File: config.mk
export PLATFORM = sky130hd
export DESIGN_NAME = controle_multiciclo
export DESIGN_NICKNAME = d
export VERILOG_FILES = /design/src/rtl/mips_pkg.sv /design/src/rtl/controle_saidas.sv /design/src/rtl/controle_multiciclo.sv
export SDC_FILE = /design/constraint.sdc
export NUM_CORES = 1
export LEC_CHECK = 0
export CAP_MARGIN = 40
export CELL_PAD_IN_SITES_DETAIL_PLACEMENT = 1
export CELL_PAD_IN_SITES_GLOBAL_PLACEMENT = 2
export CORE_AREA = 2 2 57 59
export CTS_CLUSTER_SIZE = 40
export DETAILED_ROUTE_END_ITERATION = 8
export DIE_AREA = 0 0 59 61
export GPL_ROUTABILITY_DRIVEN = 1
export GPL_TIMING_DRIVEN = 0
export HOLD_SLACK_MARGIN = 0.03
export PLACE_DENSITY = 0.82
export SLEW_MARGIN = 40
export SYNTH_ARGS = -nofsm -noshare
export SYNTH_HDL_FRONTEND = slang
export SYNTH_SLANG_ARGS = --single-unit
export TNS_END_PERCENT = 50
File: constraint.sdc
create_clock -name clock -period 1.8 [get_ports clock]
set_input_delay 0.45 -clock clock [delete_from_list [all_inputs] [get_ports clock]]
set_output_delay 0.45 -clock clock [all_outputs]
set_load 0.005 [all_outputs]
File: src/rtl/mips_pkg.sv
// rtl/mips_pkg.sv - shared MIPS control types: FSM states, opcodes, ALUOp and mux encodings.
// CONTROLE_JUMP_EN adds the JUMP state and the jump-target PC source.
package mips_pkg;

  typedef enum logic [3:0] {
    S_FETCH     = 4'd0,
    S_DECODE    = 4'd1,
    S_MEM_ADDR  = 4'd2,
    S_MEM_READ  = 4'd3,
    S_MEM_WB    = 4'd4,
    S_MEM_WRITE = 4'd5,
    S_R_EXEC    = 4'd6,
    S_R_WB      = 4'd7,
    S_BRANCH    = 4'd8,
`ifdef CONTROLE_JUMP_EN
    S_JUMP      = 4'd9,
`endif
    S_INVALID   = 4'd15
  } state_t;

  localparam logic [5:0] OP_R   = 6'd0;
  localparam logic [5:0] OP_LW  = 6'd35;
  localparam logic [5:0] OP_SW  = 6'd43;
  localparam logic [5:0] OP_BEQ = 6'd4;
  localparam logic [5:0] OP_J   = 6'd2;

  // ALUOp is also decoded by ALUControle; keep these values in step with it.
  localparam logic [1:0] ALUOP_ADD   = 2'd0;
  localparam logic [1:0] ALUOP_SUB   = 2'd1;
  localparam logic [1:0] ALUOP_FUNCT = 2'd2;

  localparam logic [1:0] PCSRC_ALU    = 2'd0;
  localparam logic [1:0] PCSRC_ALUOUT = 2'd1;
`ifdef CONTROLE_JUMP_EN
  localparam logic [1:0] PCSRC_JUMP   = 2'd2;
`endif

  localparam logic [1:0] SRCB_REG     = 2'd0;
  localparam logic [1:0] SRCB_FOUR    = 2'd1;
  localparam logic [1:0] SRCB_IMM     = 2'd2;
  localparam logic [1:0] SRCB_IMM_SH2 = 2'd3;

  typedef struct packed {
    logic       pcwrite;
    logic       pcwritecond;
    logic       iord;
    logic       memread;
    logic       memwrite;
    logic       memtoreg;
    logic       irwrite;
    logic       alusrca;
    logic       regwrite;
    logic       regdst;
    logic [1:0] pcsource;
    logic [1:0] alusrcb;
    logic [1:0] aluop;
    logic       instr_done;
    logic       invalid_op;
  } ctrl_t;

endpackage

File: src/rtl/controle_saidas.sv
// rtl/controle_saidas.sv - combinational state to control-vector decoder for the multicycle FSM.
// JUMP decode present only with CONTROLE_JUMP_EN.
module controle_saidas
  import mips_pkg::*;
(
  input  state_t state,
  input  logic   mem_ready,
  input  logic   reset,
  output ctrl_t  ctrl
);

  always_comb begin
    ctrl = '0;
    unique case (state)
      S_FETCH: begin
        ctrl.memread  = 1'b1;
        ctrl.alusrcb  = SRCB_FOUR;
        ctrl.aluop    = ALUOP_ADD;
        ctrl.pcsource = PCSRC_ALU;
        ctrl.irwrite  = mem_ready;
        ctrl.pcwrite  = mem_ready;
      end
      S_DECODE: begin
        ctrl.alusrcb = SRCB_IMM_SH2;
        ctrl.aluop   = ALUOP_ADD;
      end
      S_MEM_ADDR: begin
        ctrl.alusrca = 1'b1;
        ctrl.alusrcb = SRCB_IMM;
        ctrl.aluop   = ALUOP_ADD;
      end
      S_MEM_READ: begin
        ctrl.memread = 1'b1;
        ctrl.iord    = 1'b1;
      end
      S_MEM_WB: begin
        ctrl.regwrite   = 1'b1;
        ctrl.memtoreg   = 1'b1;
        ctrl.instr_done = 1'b1;
      end
      S_MEM_WRITE: begin
        ctrl.memwrite   = 1'b1;
        ctrl.iord       = 1'b1;
        ctrl.instr_done = mem_ready;
      end
      S_R_EXEC: begin
        ctrl.alusrca = 1'b1;
        ctrl.alusrcb = SRCB_REG;
        ctrl.aluop   = ALUOP_FUNCT;
      end
      S_R_WB: begin
        ctrl.regwrite   = 1'b1;
        ctrl.regdst     = 1'b1;
        ctrl.instr_done = 1'b1;
      end
      S_BRANCH: begin
        ctrl.alusrca     = 1'b1;
        ctrl.alusrcb     = SRCB_REG;
        ctrl.aluop       = ALUOP_SUB;
        ctrl.pcwritecond = 1'b1;
        ctrl.pcsource    = PCSRC_ALUOUT;
        ctrl.instr_done  = 1'b1;
      end
`ifdef CONTROLE_JUMP_EN
      S_JUMP: begin
        ctrl.pcwrite    = 1'b1;
        ctrl.pcsource   = PCSRC_JUMP;
        ctrl.instr_done = 1'b1;
      end
`endif
      S_INVALID: ctrl.invalid_op = 1'b1;
      default: ctrl = '0;
    endcase

    // Reset lands the state in FETCH at once; suppress any architectural write meanwhile.
    if (reset) begin
      ctrl.pcwrite  = 1'b0;
      ctrl.irwrite  = 1'b0;
      ctrl.memwrite = 1'b0;
      ctrl.regwrite = 1'b0;
    end
  end

endmodule

File: src/rtl/controle_multiciclo.sv
// rtl/controle_multiciclo.sv - multicycle MIPS main control FSM with memory-ready stalls.
// Define CONTROLE_JUMP_EN to execute opcode 2 as j; otherwise it decodes as invalid.
module controle_multiciclo
  import mips_pkg::*;
(
  input  logic       clock,
  input  logic       reset,
  input  logic [5:0] opcode,
  input  logic       mem_ready,
  output logic       PCWrite,
  output logic       PCWriteCond,
  output logic       IorD,
  output logic       MemRead,
  output logic       MemWrite,
  output logic       MemtoReg,
  output logic       IRWrite,
  output logic       ALUSrcA,
  output logic       RegWrite,
  output logic       RegDst,
  output logic [1:0] PCSource,
  output logic [1:0] ALUSrcB,
  output logic [1:0] ALUOp,
  output logic       instr_done,
  output logic       invalid_op
);

  state_t state, state_next;
  ctrl_t  ctrl;

  always_ff @(posedge clock or posedge reset) begin
    if (reset) state <= S_FETCH;
    else       state <= state_next;
  end

  always_comb begin
    state_next = state;
    unique case (state)
      S_FETCH: if (mem_ready) state_next = S_DECODE;
      S_DECODE: begin
        unique case (opcode)
          OP_LW, OP_SW: state_next = S_MEM_ADDR;
          OP_R:         state_next = S_R_EXEC;
          OP_BEQ:       state_next = S_BRANCH;
`ifdef CONTROLE_JUMP_EN
          OP_J:         state_next = S_JUMP;
`else
          OP_J:         state_next = S_INVALID;
`endif
          default:      state_next = S_INVALID;
        endcase
      end
      // IR holds the opcode, so the fallback to FETCH is only a safe exit.
      S_MEM_ADDR: begin
        if (opcode == OP_LW)      state_next = S_MEM_READ;
        else if (opcode == OP_SW) state_next = S_MEM_WRITE;
        else                      state_next = S_FETCH;
      end
      S_MEM_READ:  if (mem_ready) state_next = S_MEM_WB;
      S_MEM_WRITE: if (mem_ready) state_next = S_FETCH;
      S_MEM_WB:    state_next = S_FETCH;
      S_R_EXEC:    state_next = S_R_WB;
      S_R_WB:      state_next = S_FETCH;
      S_BRANCH:    state_next = S_FETCH;
`ifdef CONTROLE_JUMP_EN
      S_JUMP:      state_next = S_FETCH;
`endif
      S_INVALID:   state_next = S_INVALID;
      default:     state_next = S_FETCH;
    endcase
  end

  controle_saidas u_saidas (
    .state     (state),
    .mem_ready (mem_ready),
    .reset     (reset),
    .ctrl      (ctrl)
  );

  assign PCWrite     = ctrl.pcwrite;
  assign PCWriteCond = ctrl.pcwritecond;
  assign IorD        = ctrl.iord;
  assign MemRead     = ctrl.memread;
  assign MemWrite    = ctrl.memwrite;
  assign MemtoReg    = ctrl.memtoreg;
  assign IRWrite     = ctrl.irwrite;
  assign ALUSrcA     = ctrl.alusrca;
  assign RegWrite    = ctrl.regwrite;
  assign RegDst      = ctrl.regdst;
  assign PCSource    = ctrl.pcsource;
  assign ALUSrcB     = ctrl.alusrcb;
  assign ALUOp       = ctrl.aluop;
  assign instr_done  = ctrl.instr_done;
  assign invalid_op  = ctrl.invalid_op;

endmodule

==> PnR_summary.wiki, run 1 <==
{| class="wikitable"
! Metric !! Value
|-
| Element type at the critical path start || flop
|-
| Crit path buffers/inverters || 2
|-
| Failing checks || negative setup slack
|-
| Layout overhead on the synthesized area || 96.3%
|-
| # diodes || 0
|-
| Vias after detailed routing || 719
|-
| Global-route wire length before repair || 3.53 mm
|-
| CTS tree || yes
|-
| Worst-case clock skew || 0.280 ps
|-
| Number of synthesis warnings || 0
|-
| Number of hold violations in the final report || 0
|-
| Number of sinks handled by clock tree synthesis || 4
|-
| Number of CTS-inserted buffers || 3
|-
| Worst setup path category || reg -> out
|-
| Synthesized netlist net count || 87
|-
| Highest fanout seen on the critical path || 4
|-
| Cell area after placement || 852 sq um
|-
| Proportion of layout cells with a drive suffix above 1 || 58.7%
|-
| Number of buffers between clock root and the deepest sink || 2
|-
| Post-synthesis cell count || 78
|-
| Remaining routing DRC violations || 0
|-
| Worst setup margin || -87.0 ps
|-
| Area share of the leading cell type in the synthesized netlist || 17.5%
|-
| Horizontal die dimension || 59 um
|-
| Top cells by area, synth || sky130_fd_sc_hd__dfrtp_1 (18%), sky130_fd_sc_hd__buf_4 (6.6%), sky130_fd_sc_hd__nand2b_1 (6.6%)
|-
| Mean number of vias per cell || 4.67
|-
| Initial DRC Count || 6
|-
| Highest Clock Rate || 530 MHz
|-
| Placer Congestion || 0.779
|-
| Count of H-tree levels built during CTS || 1
|-
| Required @ worst endpoint || 1350 ps
|-
| Cell area power density || 1700 nW/um^2
|-
| Number of global-route vias before repair || 775
|-
| Clock Pin Slew Worst Setup and Hold Paths || 40 ps
|-
| Starting density of the core || 19.3%
|-
| Cts hold-fix bufs || 0
|-
| Average footprint of a synthesized cell || 7.31 sq um
|-
| Post-synthesis cell type count || 34
|-
| Initial antenna violation count || 0
|-
| Aggregate global routing overflow || 0
|-
| Sequential area share after synthesis || 17.5%
|-
| Iteration count of the initial detailed-routing pass || 4
|-
| Signal arrival time at the worst endpoint || 1440 ps
|-
| Critical Path End Type || output pin
|-
| Top delay family on crit path || simple AND/OR/NAND/NOR gates
|-
| Register with the highest flop count || state
|-
| Number of synthesized register bits || 4
|-
| Leakage component of the power || 0.503 nW
|-
| Cell type with the largest total area after synthesis || sky130_fd_sc_hd__dfrtp_1
|-
| Critical Path Max Stage Delay || 420 ps
|-
| Die Y-Extent || 61 um
|-
| Number of nets at the end of the flow || 132
|-
| RSZ-0062 raised after global routing || yes
|-
| Placement Rows || 20
|-
| I/O pins || 27
|-
| Clock latency at the later pin of the worst-skew pair || 230 ps
|-
| Final WL || 2.09 mm
|-
| Average routed wire per standard cell || 13.5 um
|-
| Sum of net half-perimeters after detailed placement || 1.37 mm
|-
| Master cell of the clock root buffer || sky130_fd_sc_hd__clkbuf_4
|-
| Number of I/O port buffers || 24
|-
| Count of nets left with antenna violations after detail routing || 0
|-
| Core footprint || 2950 sq um
|-
| Pin count of the biggest net entering global routing || 11
|-
| Maxcap violations || 0
|-
| Run status || complete, but fails checks
|-
| All-layer global routing usage || 13.2%
|-
| Final instance area || 1120 sq um
|-
| Crit-path cells || or2_4, nor4bb_4, buf_4, buf_6
|-
| Max FFs per register || 4
|-
| Largest regs || state (4)
|-
| Post-placement setup slack || -698 ps
|-
| Final Max Slew Viols || 0
|-
| Final critical delay including setup and external delays || 1890 ps
|-
| Cell Area, Synth || 571 sq um
|-
| Share of the clock period used by the worst path || 105%
|-
| # setup viols final || 6
|-
| Die area || 3600 sq um
|-
| Peak supply drop || 0.342 mV
|-
| Cell type of the slowest stage on the worst timing path || sky130_fd_sc_hd__dfrtp_2
|-
| Worst hold path type || in -> async
|}
-- power breakdown --
part | leakage [nW] | switching [W] | internal (W)
Sequential | 0.0477 | 0.0000498 | 0.000141
Combinational | 0.441 | 0.000708 | 0.000897
Clock | 0.0138 | 0.0000355 | 0.0000745
Total | 0.503 | 0.000793 | 0.00111
-- cell usage in the layout, fill, tap and decap left out, drive strengths merged, types with 3 or more instances in the layout --
master / n
clkdlybuf4s15: 5
dfrtp: 4
buf: 37
a21oi: 6
clkdlybuf4s50: 6
nor2: 12
nand2b: 7
o31ai: 3
clkbuf: 5
nor3: 6
-- cell usage after synthesis, drive strengths merged --
cell type and count:
a21oi 6, a221o 1, a31o 1, a31oi 1, and4 1, buf 11
conb 1, dfrtp 4, inv 2, mux2i 2, nand2 2, nand2b 7
nand3 2, nand4 1, nor2 12, nor2b 1, nor3 6, nor3b 2
nor4b 2, nor4bb 1, o211ai 1, o21a 2, o31a 1, o31ai 3
or2 2, or3 2, xor2 1
-- repair_timing --
item,4_1_cts,5_1_grt
buffers inserted,13,5
gates resized for setup,84,12
gates cloned,1,0
endpoints found under the setup margin,17,16
pin swaps,8,5
-- metrics by stage --
step	instances	utilization (%)	hold WS [ps]	setup TNS, ps	power (W)
global route	154	37.9	365	-924	0.00207
detailed placement	135	28.9	717	-4280	0.00130
CTS	149	36.2	367	-459	0.00180
finish	154	37.9	354	-197	0.00191
global placement	135	28.9	708	-3840	0.00128
floorplan	78	-	216	0	0.000831
-- cell type report --
type,count,area (sq um)
Buffer,8,78.8
Multi-Input combinational cell,61,510
Timing Repair Buffer,43,355
Sequential cell,4,104
Fill cell,363,1830
Clock buffer,3,22.5
Inverter,2,7.51
Tap cell,33,41.3
-- final timing paths --
path	depth (start not counted)	slack [ps]	end	startpoint
min reg2reg	3	780	state[0]	state[3]
min	2	350	state[3]	reset
min in group clock	3	600	state[0]	mem_ready
max reg2reg	7	340	state[2]	state[0]
max	4	-90	PCWrite	state[0]
max in group asynchronous	2	1290	state[2]	reset
-- kinds of logic after synthesis --
logic type / synth area share, %
AND/OR/NAND/NOR: 44.5
AO/OA/AOI/OAI: 19.1
flip-flops: 17.5
buffers and inverters: 13.2
multiplexers: 3.51
XOR/XNOR: 1.54
other: 0.657
-- per-layer routing --
metal  global-route usage (%)  wire length (um)  vias up
met2                     25.9              1150       20
met5                        0                 0        -
met1                     14.1               826      338
met3                     1.92                85        4
met4                     4.87                23        0
li1                         -                 -      357
Note: power is estimated with default switching activity, not from simulation.
==> run 2: changes to the inputs <==
--- a/config.mk
+++ b/config.mk
@@ -9,7 +9,7 @@
 export CELL_PAD_IN_SITES_DETAIL_PLACEMENT = 1
 export CELL_PAD_IN_SITES_GLOBAL_PLACEMENT = 2
 export CORE_AREA = 2 2 57 59
-export CTS_CLUSTER_SIZE = 40
+export CTS_CLUSTER_SIZE = 25
 export DETAILED_ROUTE_END_ITERATION = 8
 export DIE_AREA = 0 0 59 61
 export GPL_ROUTABILITY_DRIVEN = 1
==> constraint.sdc (replaced) <==
create_clock -name clock -period 1.8 [get_ports clock]
set_input_delay 0.45 -clock clock [delete_from_list [all_inputs] [get_ports clock]]
set_output_delay 0.45 -clock clock [all_outputs]
set_load 0.01 [all_outputs]
==> PnR_summary.wiki, run 2 (same netlist as run 1, synthesis figures left out) <==
{| class="wikitable"
! Metric !! Value
|-
| Vias after detailed routing || 716 (-0.42%)
|-
| Largest regs || state (4)
|-
| Sum of net half-perimeters after detailed placement || 1.39 mm (+1.5%)
|-
| Leakage component of the power || 0.490 nW (-2.5%)
|-
| Placement Rows || 20 (unchanged)
|-
| Clock latency at the later pin of the worst-skew pair || 240 ps (about the same)
|-
| All-layer global routing usage || 13.2% (unchanged)
|-
| Final critical delay including setup and external delays || 1900 ps (+8.04 ps)
|-
| Maxcap violations || 0 (unchanged)
|-
| Aggregate global routing overflow || 0 (unchanged)
|-
| Area of the multi-input gates || 485 sq um (-4.9%)
|-
| # diodes || 0 (unchanged)
|-
| Worst setup path category || reg -> out
|-
| Highest Clock Rate || 528 MHz (-0.42%)
|-
| Horizontal die dimension || 59 um (unchanged)
|-
| Proportion of total power due to net switching || 44.7% (+3.1 points)
|-
| Die Y-Extent || 61 um (unchanged)
|-
| Pin count of the biggest net entering global routing || 11 (unchanged)
|-
| Starting density of the core || 19.3% (unchanged)
|-
| Failing checks || negative setup slack
|-
| RSZ-0062 raised after global routing || yes
|-
| Core footprint || 2950 sq um (unchanged)
|-
| Post-placement setup slack || -702 ps (-4.30 ps)
|-
| Combinational cell fraction of total power || 84.2% (about the same)
|-
| Share of the clock period used by the worst path || 105% (+0.45 points)
|-
| Final hold slack || 355 ps (+1.54 ps)
|-
| Final WL || 2.19 mm (+4.9%)
|-
| Register with the highest flop count || state
|-
| Count of H-tree levels built during CTS || 1 (unchanged)
|-
| Max FFs per register || 4 (unchanged)
|-
| Number of sinks handled by clock tree synthesis || 4 (unchanged)
|-
| I/O pins || 27 (unchanged)
|-
| Leading cell type in the layout, fill and taps excluded || sky130_fd_sc_hd__buf_4
|-
| Count of nets left with antenna violations after detail routing || 0 (unchanged)
|-
| Run status || complete, but fails checks
|-
| Clock Pin Slew Worst Setup and Hold Paths || 40 ps (about the same)
|-
| Worst setup margin || -95.1 ps (-8.04 ps)
|-
| Highest fanout seen on the critical path || 4 (unchanged)
|-
| Initial antenna violation count || 0 (unchanged)
|-
| Flip-flop and latch area || 101 sq um (-2.4%)
|-
| Mean number of vias per cell || 4.71 (+0.89%)
|-
| Number of filler instances in the final layout || 370 (+1.9%)
|-
| Number of hold violations in the final report || 0 (unchanged)
|-
| Remaining routing DRC violations || 0 (unchanged)
|-
| Worst-case clock skew || 2.97 ps (+2.69 ps)
|-
| Cell area power density || 1800 nW/um^2 (+5.9%)
|-
| Master cell of the clock root buffer || sky130_fd_sc_hd__clkbuf_4
|-
| Number of I/O port buffers || 24 (unchanged)
|-
| Critical Path End Type || output pin
|-
| Global-route wire length before repair || 3.55 mm (+0.40%)
|-
| Top library cells by usage in the layout, fill and taps aside || sky130_fd_sc_hd__buf_4 (19), sky130_fd_sc_hd__buf_2 (12), sky130_fd_sc_hd__buf_6 (8), sky130_fd_sc_hd__nor2_1 (8), sky130_fd_sc_hd__clkdlybuf4s50_1 (6)
|-
| Placer Congestion || 0.755 (-3.0%)
|-
| Proportion of power drawn by the clock network || 6.0% (+0.2 points)
|-
| Die area || 3600 sq um (unchanged)
|-
| CTS tree || yes
|-
| # setup viols final || 9 (+3)
|-
| Internal Power || 0.00104 W (-6.5%)
|-
| Peak supply drop || 0.355 mV (+4.0%)
|-
| Signal arrival time at the worst endpoint || 1450 ps (about the same)
|-
| Average routed wire per standard cell || 14.4 um (+6.3%)
|-
| Number of global-route vias before repair || 783 (+1.0%)
|-
| Element type at the critical path start || flop
|-
| Iteration count of the initial detailed-routing pass || 4 (unchanged)
|-
| Part of the total power dissipated in sequential elements || 9.8% (-0.2 points)
|-
| Cts hold-fix bufs || 0 (unchanged)
|-
| Worst hold path type || in -> async
|-
| Initial DRC Count || 15 (+9)
|-
| Proportion of layout cells with a drive suffix above 1 || 55.5% (-3.2 points)
|-
| Total power consumption of the routed design || 0.00188 W (-1.2%)
|-
| Layout overhead on the synthesized area || 83.1%
|-
| Number of buffers between clock root and the deepest sink || 2 (unchanged)
|-
| Required @ worst endpoint || 1350 ps (about the same)
|-
| Number of CTS-inserted buffers || 3 (unchanged)
|-
| Switching power summed over all nets || 0.000843 W (+6.2%)
|-
| Number of nets at the end of the flow || 130 (-1.5%)
|-
| Final Max Slew Viols || 0 (unchanged)
|}
-- run 2: cell types whose count changed in the layout (fill, tap and decap cells not counted), sizes merged --
cell | before | now
buf | 37 | 40
clkdlybuf4s15 | 5 | 0
-- run 2: power groups by stage --
stage / registers, W / logic, W / clock network (W)
3_5_place_dp: 0.000165 / 0.00120 / 0
6_report: 0.000185 / 0.00159 / 0.000112
3_3_place_gp: 0.000164 / 0.00119 / 0
2_1_floorplan: 0.000155 / 0.000744 / 0
5_1_grt: 0.000192 / 0.00172 / 0.000123
4_1_cts: 0.000195 / 0.00139 / 0.000115
-- run 2: layout make-up --
type / count / area share, %
sequential: 4 / 9.70
buffer: 9 / 8.62
multi-input combinational: 61 / 46.5
inverter: 2 / 0.719
timing repair buffer: 40 / 28.4
tap: 33 / 3.95
clock buffer: 3 / 2.16
-- run 2: critical path, stage by stage (launching register included) --
cell	delay, ps
sky130_fd_sc_hd__dfrtp_1	410
sky130_fd_sc_hd__or2_4	270
sky130_fd_sc_hd__nor4bb_4	280
sky130_fd_sc_hd__buf_4	160
sky130_fd_sc_hd__buf_6	90
-- run 2: repair_timing --
action / in CTS / in global routing
gates resized for setup: 72 / 27
gates cloned: 1 / 0
buffers inserted: 9 / 6
pin swaps: 4 / 3
setup endpoints to repair: 17 / 15
-- run 2: metrics by stage --
stage | instance area, sq um | cells | utilization [%] | TNS (ps)
after CTS | 987 | 146 | 33.4 | -946
after detailed placement | 858 | 135 | 29.1 | -4820
after global routing | 1040 | 152 | 35.4 | -1050
final | 1040 | 152 | 35.4 | -429
after global placement | 858 | 135 | 29.1 | -4430
after floorplan | 577 | 78 | - | 0
-- run 2: worst paths after layout --
| path | start | end | slack (ps) | cells after the start |
|---|---|---|---|---|
| min in group clock | mem_ready | state[0] | 620 | 3 |
| max reg2reg | state[3] | state[2] | 270 | 6 |
| max in group asynchronous | reset | state[2] | 1290 | 2 |
| min | reset | state[0] | 360 | 2 |
| max | state[3] | IRWrite | -100 | 4 |
| min reg2reg | state[1] | state[1] | 800 | 3 |
-- run 2: per-layer routing --
metal  track usage, %  wire length [um]  vias to the layer above
met4             3.90                16                        0
li1                 -                 -                      354
met5                0                 0                        -
met1             15.1               890                      339
met2             24.4              1190                       21
met3             2.77                96                        2
